===== src/rtl/gb_pkg.sv =====
// Shared definitions for the DMG joypad front end: bus address, IRQ bit
// position and the index order of the packed 8-bit key vector.
package gb_pkg;

  localparam logic [15:0] P1_ADDR        = 16'hFF00;
  localparam int          JOYPAD_IRQ_BIT = 4;

  // Bit positions in the packed key vector; low nibble is the direction
  // group, high nibble the action group, each already in P1 bit order.
  typedef enum logic [2:0] {
    KEY_RIGHT  = 3'd0,
    KEY_LEFT   = 3'd1,
    KEY_UP     = 3'd2,
    KEY_DOWN   = 3'd3,
    KEY_A      = 3'd4,
    KEY_B      = 3'd5,
    KEY_SELECT = 3'd6,
    KEY_START  = 3'd7
  } key_idx_t;

endpackage


===== src/rtl/joypad_ctrl_if.sv =====
// CPU memory-bus view of the joypad block: address/write strobe/data in,
// read data and interrupt request out.
interface joypad_ctrl_if;

  logic [15:0] addr;
  logic        wr_en;
  logic [7:0]  data_in;
  logic [7:0]  data_out;
  logic        joypad_irq;

  // wr_en is a single-cycle strobe qualified by addr; reads are combinational.
  modport master (
    output addr, wr_en, data_in,
    input  data_out, joypad_irq
  );

  modport slave (
    input  addr, wr_en, data_in,
    output data_out, joypad_irq
  );

endinterface


===== src/rtl/joypad_debounce.sv =====
// One key: two-flop synchroniser followed by a hold-time debouncer.
// Reset value is 1 (released) for every flop.
module joypad_debounce #(
  parameter int DEBOUNCE_CYCLES = 16
) (
  input  logic clk,
  input  logic rst,
  input  logic i_raw_n,
  output logic o_stable_n
);

  localparam int CW = $clog2(DEBOUNCE_CYCLES) + 1;
  localparam logic [CW-1:0] CNT_LAST = CW'(DEBOUNCE_CYCLES - 1);

  logic          r_sync1;
  logic          r_sync2;
  logic          r_stable;
  logic [CW-1:0] r_cnt;

  always_ff @(posedge clk or posedge rst) begin
    if (rst) begin
      r_sync1 <= 1'b1;
      r_sync2 <= 1'b1;
    end else begin
      r_sync1 <= i_raw_n;
      r_sync2 <= r_sync1;
    end
  end

  // Counter only runs while the synced level disagrees with the stable one,
  // so it clears on the last step and can never wrap.
  always_ff @(posedge clk or posedge rst) begin
    if (rst) begin
      r_stable <= 1'b1;
      r_cnt    <= '0;
    end else if (r_sync2 != r_stable) begin
      if (r_cnt == CNT_LAST) begin
        r_stable <= r_sync2;
        r_cnt    <= '0;
      end else begin
        r_cnt <= r_cnt + 1'b1;
      end
    end else begin
      r_cnt <= '0;
    end
  end

  assign o_stable_n = r_stable;

endmodule


===== src/rtl/joypad_ctrl.sv =====
// DMG P1/JOYP register: debounced keys, group select bits, combinational
// read-back at P1_ADDR and a one-cycle IRQ on any selected key falling edge.
module joypad_ctrl
  import gb_pkg::*;
#(
  parameter int          DEBOUNCE_CYCLES = 16,
  parameter logic [15:0] P1_ADDR         = gb_pkg::P1_ADDR
) (
  input  logic          clk,
  input  logic          rst,
  input  logic          joypad_up,
  input  logic          joypad_down,
  input  logic          joypad_left,
  input  logic          joypad_right,
  input  logic          joypad_a,
  input  logic          joypad_b,
  input  logic          joypad_start,
  input  logic          joypad_select,
  joypad_ctrl_if.slave  bus
);

  logic [7:0] w_raw_n;
  logic [7:0] w_keys_n;
  logic [3:0] w_dir;
  logic [3:0] w_btn;
  logic [3:0] w_nibble;
  logic       w_p1_hit;
  logic       w_unused;

  logic       r_p15;
  logic       r_p14;
  logic [3:0] r_prev_nibble;
  logic       r_irq;

  assign w_raw_n = {joypad_start, joypad_select, joypad_b, joypad_a,
                    joypad_down, joypad_up, joypad_left, joypad_right};

  for (genvar g = 0; g < 8; g++) begin : g_key
    joypad_debounce #(
      .DEBOUNCE_CYCLES(DEBOUNCE_CYCLES)
    ) u_debounce (
      .clk        (clk),
      .rst        (rst),
      .i_raw_n    (w_raw_n[g]),
      .o_stable_n (w_keys_n[g])
    );
  end

  assign w_p1_hit = (bus.addr == P1_ADDR);

  always_ff @(posedge clk or posedge rst) begin
    if (rst) begin
      r_p15 <= 1'b1;
      r_p14 <= 1'b1;
    end else if (bus.wr_en && w_p1_hit) begin
      r_p15 <= bus.data_in[5];
      r_p14 <= bus.data_in[4];
    end
  end

  // Select lines are active-low: a 1 masks its group to all-released.
  assign w_dir = {w_keys_n[KEY_DOWN], w_keys_n[KEY_UP],
                  w_keys_n[KEY_LEFT], w_keys_n[KEY_RIGHT]};
  assign w_btn = {w_keys_n[KEY_START], w_keys_n[KEY_SELECT],
                  w_keys_n[KEY_B], w_keys_n[KEY_A]};
  assign w_nibble = (r_p14 ? 4'hF : w_dir) & (r_p15 ? 4'hF : w_btn);

  // Any 1->0 on the visible nibble, whether from a key or a select change.
  always_ff @(posedge clk or posedge rst) begin
    if (rst) begin
      r_prev_nibble <= 4'hF;
      r_irq         <= 1'b0;
    end else begin
      r_prev_nibble <= w_nibble;
      r_irq         <= |(r_prev_nibble & ~w_nibble);
    end
  end

  assign bus.data_out   = w_p1_hit ? {2'b11, r_p15, r_p14, w_nibble} : 8'h00;
  assign bus.joypad_irq = r_irq;

  assign w_unused = &{1'b0, bus.data_in[7:6], bus.data_in[3:0]};

endmodule


===== src/flat_wrapper.sv =====
// flat-port wrapper written by rule: the top's interface ports become plain ports
module joypad_ctrl_flat import gb_pkg::*;
#(
  parameter int          DEBOUNCE_CYCLES = 16,
  parameter logic [15:0] P1_ADDR         = gb_pkg::P1_ADDR
)
  (clk, rst, joypad_up, joypad_down, joypad_left, joypad_right, joypad_a, joypad_b, joypad_start, joypad_select, bus_addr, bus_wr_en, bus_data_in, bus_data_out, bus_joypad_irq);
  joypad_ctrl_if bus_i ();
  input  logic clk;
  input  logic rst;
  input  logic joypad_up;
  input  logic joypad_down;
  input  logic joypad_left;
  input  logic joypad_right;
  input  logic joypad_a;
  input  logic joypad_b;
  input  logic joypad_start;
  input  logic joypad_select;
  input wire logic [$bits(bus_i.addr)-1:0] bus_addr;
  input wire logic [$bits(bus_i.wr_en)-1:0] bus_wr_en;
  input wire logic [$bits(bus_i.data_in)-1:0] bus_data_in;
  output wire logic [$bits(bus_i.data_out)-1:0] bus_data_out;
  output wire logic [$bits(bus_i.joypad_irq)-1:0] bus_joypad_irq;
  assign bus_i.addr = bus_addr;
  assign bus_i.wr_en = bus_wr_en;
  assign bus_i.data_in = bus_data_in;
  assign bus_data_out = bus_i.data_out;
  assign bus_joypad_irq = bus_i.joypad_irq;
  joypad_ctrl #(.DEBOUNCE_CYCLES(DEBOUNCE_CYCLES), .P1_ADDR(P1_ADDR)) u_core (.clk(clk), .rst(rst), .joypad_up(joypad_up), .joypad_down(joypad_down), .joypad_left(joypad_left), .joypad_right(joypad_right), .joypad_a(joypad_a), .joypad_b(joypad_b), .joypad_start(joypad_start), .joypad_select(joypad_select), .bus(bus_i));
endmodule

===== config.mk =====
export PLATFORM = sky130hd
export DESIGN_NAME = joypad_ctrl_flat
export DESIGN_NICKNAME = d
export VERILOG_FILES = /design/src/rtl/gb_pkg.sv /design/src/rtl/joypad_ctrl_if.sv /design/src/rtl/joypad_debounce.sv /design/src/rtl/joypad_ctrl.sv /design/src/flat_wrapper.sv
export SDC_FILE = /design/constraint.sdc
export NUM_CORES = 1
export LEC_CHECK = 0
export ABC_AREA = 1
export BUFFER_PORTS_ARGS = -buffer_cell sky130_fd_sc_hd__buf_2
export CAP_MARGIN = 5
export CORE_MARGIN = 4
export CORE_UTILIZATION = 34
export CTS_BUF_LIST = sky130_fd_sc_hd__clkbuf_4 sky130_fd_sc_hd__clkbuf_8
export CTS_CLUSTER_DIAMETER = 200
export DETAILED_ROUTE_END_ITERATION = 16
export PLACE_DENSITY_LB_ADDON = 0.15
export SYNTH_ARGS = -nofsm -noshare
export SYNTH_HDL_FRONTEND = slang
export SYNTH_SLANG_ARGS = --single-unit

===== constraint.sdc =====
create_clock -name clk -period 4.35 [get_ports clk]
set_clock_uncertainty 0.2 [all_clocks]
set_input_delay 1.0875 -clock clk [delete_from_list [all_inputs] [get_ports clk]]
set_output_delay 1.0875 -clock clk [all_outputs]
set_load 0.02 [all_outputs]

Word level (Yosys, flattened, before mapping)
Cells that the tools add are included.
{ "op_classes": {"n_mux": 19, "n_addsub": 8, "eq_ne": 17, "n_bitwise": 3, "reduce_logical": 10} }
{ "ops": {"columns": ["op", "count"], "rows": [
  ["$mux W5", 16],
  ["$add A5 B1 Y5 const B", 8],
  ["$eq A5 B4 Y1 const B", 8],
  ["$eq A16 B16 Y1 const B", 1],
  ["$reduce_and A2 Y1", 8],
  ["$and A4 B4 Y4", 2],
  ["$mux W4", 2],
  ["$mux W8", 1],
  ["$ne A1 B1 Y1", 8],
  ["$not A4 Y4", 1],
  ["$reduce_or A4 Y1", 1],
  ["$logic_and A1 B1 Y1", 1]
]} }
{ "word_totals": {"out_inout_bits": 9, "register_bits": 71} }

Longest topological paths before layout
Gate-level depths: netlist (run 1).
{ "logic_depth": {"ltp_word": 5, "depth_mapped": 7, "depth_no_buf": 7} }

By module
A second synthesis (run 1) with hierarchy kept.
{ "unflattened": {"cells_unflattened": 354, "hier_area_um2": 3085.5} }
{ "by_module_without_submodules": {"columns": ["module", "n_inst", "cells_per_inst", "area_each_um2"], "rows": [
  ["joypad_debounce", 8, 37, 334.1],
  ["joypad_ctrl", 1, 58, 412.9]
]} }

Worst setup path before layout (run 1)
OpenSTA, ideal clock, no wires.
{ "synth_path": {"path_type": "input to output", "start": "input bus_addr[1]", "end": "output bus_data_out[0]", "n_path_buf": 0, "cell_stages": 5, "setup_slack_ps": 1273, "required_ps": 3062, "t_arrival_ps": 1789, "cell_sequence": "nor2_1 > nand2_1 > nor2_2 > nand3_2 > nor2_1"} }
{ "synth_between": {"elab_chain_cells": 2} }
{ "synth_rtl": {"columns": ["item", "line_no", "text"], "rows": [
  ["from (decl)", "flat_wrapper.sv:19", "input wire logic [$bits(bus_i.addr)-1:0] bus_addr;"],
  ["$eq A16 B16 Y1", "joypad_ctrl.sv:49", "assign w_p1_hit = (bus.addr == P1_ADDR);"],
  ["$mux W8", "joypad_ctrl.sv:79", "assign bus.data_out = w_p1_hit ? {2'b11, r_p15, r_p14, w_nibble} : 8'h00;"],
  ["to (decl)", "flat_wrapper.sv:22", "output wire logic [$bits(bus_i.data_out)-1:0] bus_data_out;"]
]} }
Every way passes these cells.

Worst setup path after layout (run 1)
{ "layout_path": {"start": "input bus_addr[1]", "end": "output bus_data_out[1]"} }
Same word-level chain as after synthesis.

==> results.py, run 1 <==
metrics = {
    "clock_network": {
        "insertion_delay_ns": 0.34,
        "clock-sinks": 71,
        "clockRootBuffer": "clkbuf_8",
        "clk_pin_slew_ns": 0.07,
        "cts_resized": 0,
        "cts_setup_buffers": 0,
        "cts_buffers": 9,
        "cts_buffer_depth": 2,
        "ctsHoldBuffers": 0,
        "cts_tree": "yes",
        "htree_levels": 3,
    },
    "route": {
        "postRouteAntennaNets": 0,
        "wl_um": 4770,
        "dr.pass1.iters": 4,
        "num_vias": 1889,
        "drt_iter0_markers": 40,
        "wl_per_cell_um": 10.8,
        "viasPerCell": 4.27,
        "drc_errors": 0,
    },
    "cells_and_area": {
        "fin_nets": 375,
        "diodes": 0,
        "syn2layout_area_growth_pct": 19.0,
        "drive_gt1_frac": 0.270,
        "final_cell_mix": "nand2_1 (55), nor2_1 (50), dfrtp_1 (41)",
        "mostFrequentLayoutCell": "nand2_1",
    },
    "sta": {
        "finalHoldViolations": 0,
        "period_needed_ns": 3.34,
        "max_freq_ghz": 0.299,
        "finalSetupViolCount": 0,
        "setup_ws_ns": 1.01,
        "tightestPinTransition_ns": 0.854,
        "finalSetupTns_ns": 0,
        "fin_crit_sh": 0.769,
        "rsz0062_at_grt": "false",
        "slew_violations": 0,
        "slew_headroom": 0.430,
    },
    "worst_setup_path": {
        "crit_arrival_ns": 2.06,
        "worst_setup_path_start_kind": "primary input",
        "critPathKind": "in -> out",
        "critPathRequiredTime_ns": 3.06,
        "path_max_fanout": 7,
        "critPathCaptureType": "output port",
    },
    "global_route": {
        "antenna_found_initial": 0,
        "grt-ovfl-total": 0,
        "grt_pass1_wl_um": 8290,
        "grt_pass1_vias": 1788,
        "grt_max_degree": 41,
        "grtUsageTotal": 0.108,
    },
    "run_status": {
        "status": "finished clean",
    },
    "floorplanning": {
        "rows": 33,
        "die_h_um": 100,
        "die_area_sq_um": 10100,
        "initial_core_util": 0.352,
        "core_area_sq_um": 8260,
        "ios": 44,
        "die_w_um": 100,
    },
    "pwr": {
        "finalPower_w": 0.00137,
        "p_leak_nw": 1.62,
        "max-vdd-ir-drop_uv": 249,
        "power_density_nw_per_um2": 398,
    },
    "run": {
        "maxCapViolCount": 0,
    },
    "place": {
        "dpl.hpwl_um": 3490,
        "port_buffers": 37,
        "routabilityCongestion": 0.732,
        "pre_cts_slack_ns": 0.927,
    },
    "synthesis": {
        "synth_cell_types": 19,
        "synth.top_cells.by_area": "dfrtp_1 (35%), dfstp_2 (27%), nand2_1 (7.1%), nor2_1 (6.5%), inv_1 (3.9%)",
        "netlist.top_cell.by_area": "dfrtp_1",
        "synth_top_area_share": 0.353,
        "synth_warnings": 0,
        "synth_nets": 328,
        "synthCells": 285,
        "yosysSeqAreaShare": 0.625,
        "syn_area_per_cell_sq_um": 10.2,
        "synth-seq-cells": 71,
        "synth_area_sq_um": 2900,
    },
    "hold_path": {
        "hold_class": "reg -> reg",
    },
}
-- stage by stage --
step | hold slack (ns) | instance area [sq um] | instances | util
2_1_floorplan | 0.145 | 2900 | 285 | -
6_report | 0.157 | 3450 | 442 | 0.418
3_5_place_dp | 0.147 | 3220 | 426 | 0.390
3_3_place_gp | 0.147 | 3220 | 426 | 0.390
4_1_cts | 0.158 | 3450 | 442 | 0.418
5_1_grt | 0.161 | 3450 | 442 | 0.418
-- registers in the layout (all words and copies together), names as in the netlist --
register and flops:
u_core.bus.joypad_irq 1, u_core.g_key.u_debounce.r_sync1 8, u_core.r_p15 1, u_core.g_key.u_debounce.r_cnt 40, u_core.r_prev_nibble 4, u_core.r_p14 1
u_core.g_key.u_debounce.r_sync2 8, u_core.g_key.u_debounce.o_stable_n 8
-- synth_stat cells --
| cell type | instances |
|---|---|
| nand3_1 | 17 |
| dfrtp_1 | 41 |
| nand4_1 | 2 |
| nor3b_1 | 8 |
| nand3_2 | 1 |
| dfstp_2 | 30 |
| inv_1 | 30 |
| ha_1 | 8 |
| buf_4 | 2 |
| nand4_4 | 1 |
| nor3_1 | 8 |
| xnor2_1 | 8 |
| inv_2 | 1 |
| nor2_1 | 50 |
| nor2_2 | 3 |
| o22ai_1 | 4 |
| nand2_1 | 55 |
| nand2b_1 | 8 |
| xor2_1 | 8 |
-- routing by layer --
layer,vias to the layer above,wire [um],share of wire,global-route usage
met5,-,0,0,0
met1,859,2380,0.50,0.145
met2,37,2030,0.43,0.148
li1,984,-,-,-
met4,0,84,0.018,0.0435
met3,9,280,0.059,0.0507
-- power by group --
| part | internal, W | total [W] | switching [W] |
|---|---|---|---|
| logic | 0.0000309 | 0.0000699 | 0.0000390 |
| clock network | 0.000341 | 0.000596 | 0.000255 |
| registers | 0.000692 | 0.000707 | 0.0000156 |
| total | 0.00106 | 0.00137 | 0.000309 |
-- cell type report --
| class | instances | area, sq um |
|---|---|---|
| clock buffers | 10 | 138 |
| clock inverters | 6 | 92.6 |
| fillers | 814 | 4800 |
| inverters | 31 | 116 |
| multi-input cells | 181 | 957 |
| flip-flops and latches | 71 | 1810 |
| well taps | 105 | 131 |
| repair buffers | 38 | 205 |
-- critical path, cell delays in order --
cell and delay [ns]:
buf_2 0.09, nor2_1 0.09, nand2_1 0.09, nor2_2 0.12
nand3_2 0.18, nor2_1 0.20, buf_2 0.19
-- worst paths after layout --
kind                            depth (start not counted)  slack, ns                           startpoint                                  end
worst max-delay path                                    7       1.01                          bus_addr[1]                      bus_data_out[1]
worst min-delay path                                    0       0.16   u_core.g_key[2].u_debounce.r_sync1   u_core.g_key[2].u_debounce.r_sync2
worst max register to register                          6       2.97  u_core.g_key[0].u_debounce.r_cnt[0]  u_core.g_key[0].u_debounce.r_cnt[3]
worst min register to register                          0       0.16   u_core.g_key[2].u_debounce.r_sync1   u_core.g_key[2].u_debounce.r_sync2
max in group asynchronous                               3       2.51                                  rst                         u_core.r_p14
min in group asynchronous                               2       0.72                                  rst  u_core.g_key[1].u_debounce.r_cnt[1]
-- kinds of logic (layout without fill, tap and decap cells) --
| kind of cell | Yosys count | after routing | share of synthesized area |
|---|---|---|---|
| simple gates | 153 | 153 | 0.238 |
| flops | 71 | 71 | 0.625 |
| buf+inv | 33 | 85 | 0.0453 |
| fa+ha+maj | 8 | 8 | 0.0345 |
| xor+xnor | 16 | 16 | 0.0483 |
| compound gates | 4 | 4 | 0.00862 |
No activity file was read; power rests on OpenSTA's default activity.
==> run 2, diff against run 1 <==
==> constraint.sdc (replaced) <==
create_clock -name clk -period 2.9 [get_ports clk]
set_clock_uncertainty 0.2 [all_clocks]
set_input_delay 0.725 -clock clk [delete_from_list [all_inputs] [get_ports clk]]
set_output_delay 0.725 -clock clk [all_outputs]
set_load 0.02 [all_outputs]
==> run 2 against run 1 <==
Net effect: worst setup slack lost 0.73 ns; combinational power grew 50%; global-route usage grew 0.16 points; first-iteration DRC count shrank 5.0%; total power grew 36%; die area is the same; clock power grew 18%; hold slack is essentially flat; critical path type unchanged; largest power group unchanged.
==> results.py, run 2 (synthesis results as in run 1) <==
metrics = {
    "run": {
        "maxCapViolCount": 0,
    },
    "clock_network": {
        "clk_pin_slew_ns": 0.08,
        "insertion_delay_ns": 0.34,
        "cts_buffer_depth": 2,
        "cts_buffers": 9,
        "cts_setup_buffers": 0,
        "cts_resized": 0,
        "ctsHoldBuffers": 0,
        "cts_tree": "yes",
        "clockRootBuffer": "clkbuf_8",
        "htree_levels": 3,
        "clock-sinks": 71,
    },
    "global_route": {
        "grtUsageTotal": 0.109,
        "grt-ovfl-total": 0,
        "antenna_found_initial": 0,
        "grt_pass1_wl_um": 8540,
        "grt_pass1_vias": 1999,
        "grt_max_degree": 72,
    },
    "place": {
        "routabilityCongestion": 0.746,
        "placed_cells": 426,
        "port_buffers": 37,
        "dpl.hpwl_um": 3400,
    },
    "sta": {
        "finalHoldViolations": 0,
        "hold_slack_ns": 0.158,
        "finalSetupTns_ns": 0,
        "rsz0062_at_grt": "false",
        "finalSetupViolCount": 0,
        "tightestPinTransition_ns": 0.372,
        "period_needed_ns": 2.62,
        "slew_headroom": 0.752,
        "fin_crit_sh": 0.903,
        "slew_violations": 0,
        "max_freq_ghz": 0.382,
    },
    "run_status": {
        "status": "finished clean",
    },
    "cells_and_area": {
        "fin_cells": 442,
        "nFillCells": 832,
        "largest_reg_flops": 40,
        "final_core_util": 0.412,
        "fin_nets": 375,
        "syn2layout_area_growth_pct": 17.3,
        "drive_gt1_frac": 0.270,
        "mostFrequentLayoutCell": "nand2_1",
        "largest-register": "u_core.g_key.u_debounce.r_cnt",
        "final_cell_mix": "nand2_1 (55), nor2_1 (50), dfrtp_1 (41)",
        "multi_input_area_sq_um": 957,
        "diodes": 0,
        "regArea_sq_um": 1810,
    },
    "route": {
        "dr.pass1.iters": 4,
        "wl_um": 4790,
        "viasPerCell": 4.34,
        "drt_iter0_markers": 38,
        "wl_per_cell_um": 10.8,
        "postRouteAntennaNets": 0,
        "num_vias": 1918,
        "drc_errors": 0,
    },
    "hold_path": {
        "hp-start": "u_core.g_key[5].u_debounce.r_sync1",
        "hold_class": "reg -> reg",
    },
    "pwr": {
        "finalPower_w": 0.00187,
        "p_leak_nw": 1.58,
        "power_density_nw_per_um2": 550,
        "max-vdd-ir-drop_uv": 298,
    },
    "worst_setup_path": {
        "r2r_start": "u_core.g_key[0].u_debounce.r_cnt[0]",
        "crit_arrival_ns": 1.69,
        "worst_setup_path_start_kind": "primary input",
        "crit_path_start": "bus_addr[1]",
        "critPathCaptureType": "output port",
        "critPathRequiredTime_ns": 1.98,
        "path_max_fanout": 7,
        "critPathKind": "in -> out",
    },
    "floorplanning": {
        "ios": 44,
        "die_h_um": 100,
        "initial_core_util": 0.352,
        "die_w_um": 100,
        "rows": 33,
        "die_area_sq_um": 10100,
        "core_area_sq_um": 8260,
    },
}
==> run 2: routing by layer <==
metal  vias to the layer above  GRT usage  routed length, um
met3                         6     0.0459                263
li1                        985          -                  -
met1                       890      0.129               2260
met2                        37      0.174               2200
met5                         -          0                  0
met4                         0     0.0466                 62
==> run 2: critical path, cell delays in order <==
cell     delay [ns]
buf_2          0.10
nor2_1         0.09
nand2_1        0.09
nor2_2         0.12
nand3_2        0.18
nor2_1         0.19
buf_2          0.19
==> run 2: path summary, 6_finish.rpt <==
kind | end | cells after the start | slack (ns)
max in group asynchronous | u_core.g_key[6].u_debounce.r_sync2 | 3 | 1.92
setup / recovery | bus_data_out[1] | 7 | 0.28
setup reg to reg | u_core.g_key[0].u_debounce.r_cnt[3] | 6 | 1.51
min in group asynchronous | u_core.g_key[3].u_debounce.r_cnt[2] | 3 | 0.25
hold / removal | u_core.g_key[5].u_debounce.r_sync2 | 0 | 0.16
hold reg to reg | u_core.g_key[5].u_debounce.r_sync2 | 0 | 0.16
==> run 2: area by class of cell <==
| cell class | instances | area share |
|---|---|---|
| clock inverter | 7 | 0.0165 |
| timing repair buffer | 38 | 0.0603 |
| clock buffer | 9 | 0.0364 |
| tap | 105 | 0.0386 |
| inverter | 31 | 0.0342 |
| sequential | 71 | 0.533 |
| multi-input combinational | 181 | 0.281 |
==> run 2: power by group <==
part	total [W]	switching, W	internal [W]
Sequential	0.00106	0.0000233	0.00104
Combinational	0.000105	0.0000587	0.0000466
Clock	0.000706	0.000389	0.000317
Total	0.00187	0.000472	0.00140
==> run 2: per-stage QoR <==
stage / area (sq um) / setup slack (ns)
after detailed placement: 3220 / 0.235
after global routing: 3400 / 0.155
after floorplan: 2900 / 0.228
after CTS: 3400 / 0.235
final: 3400 / 0.281
after global placement: 3220 / 0.242
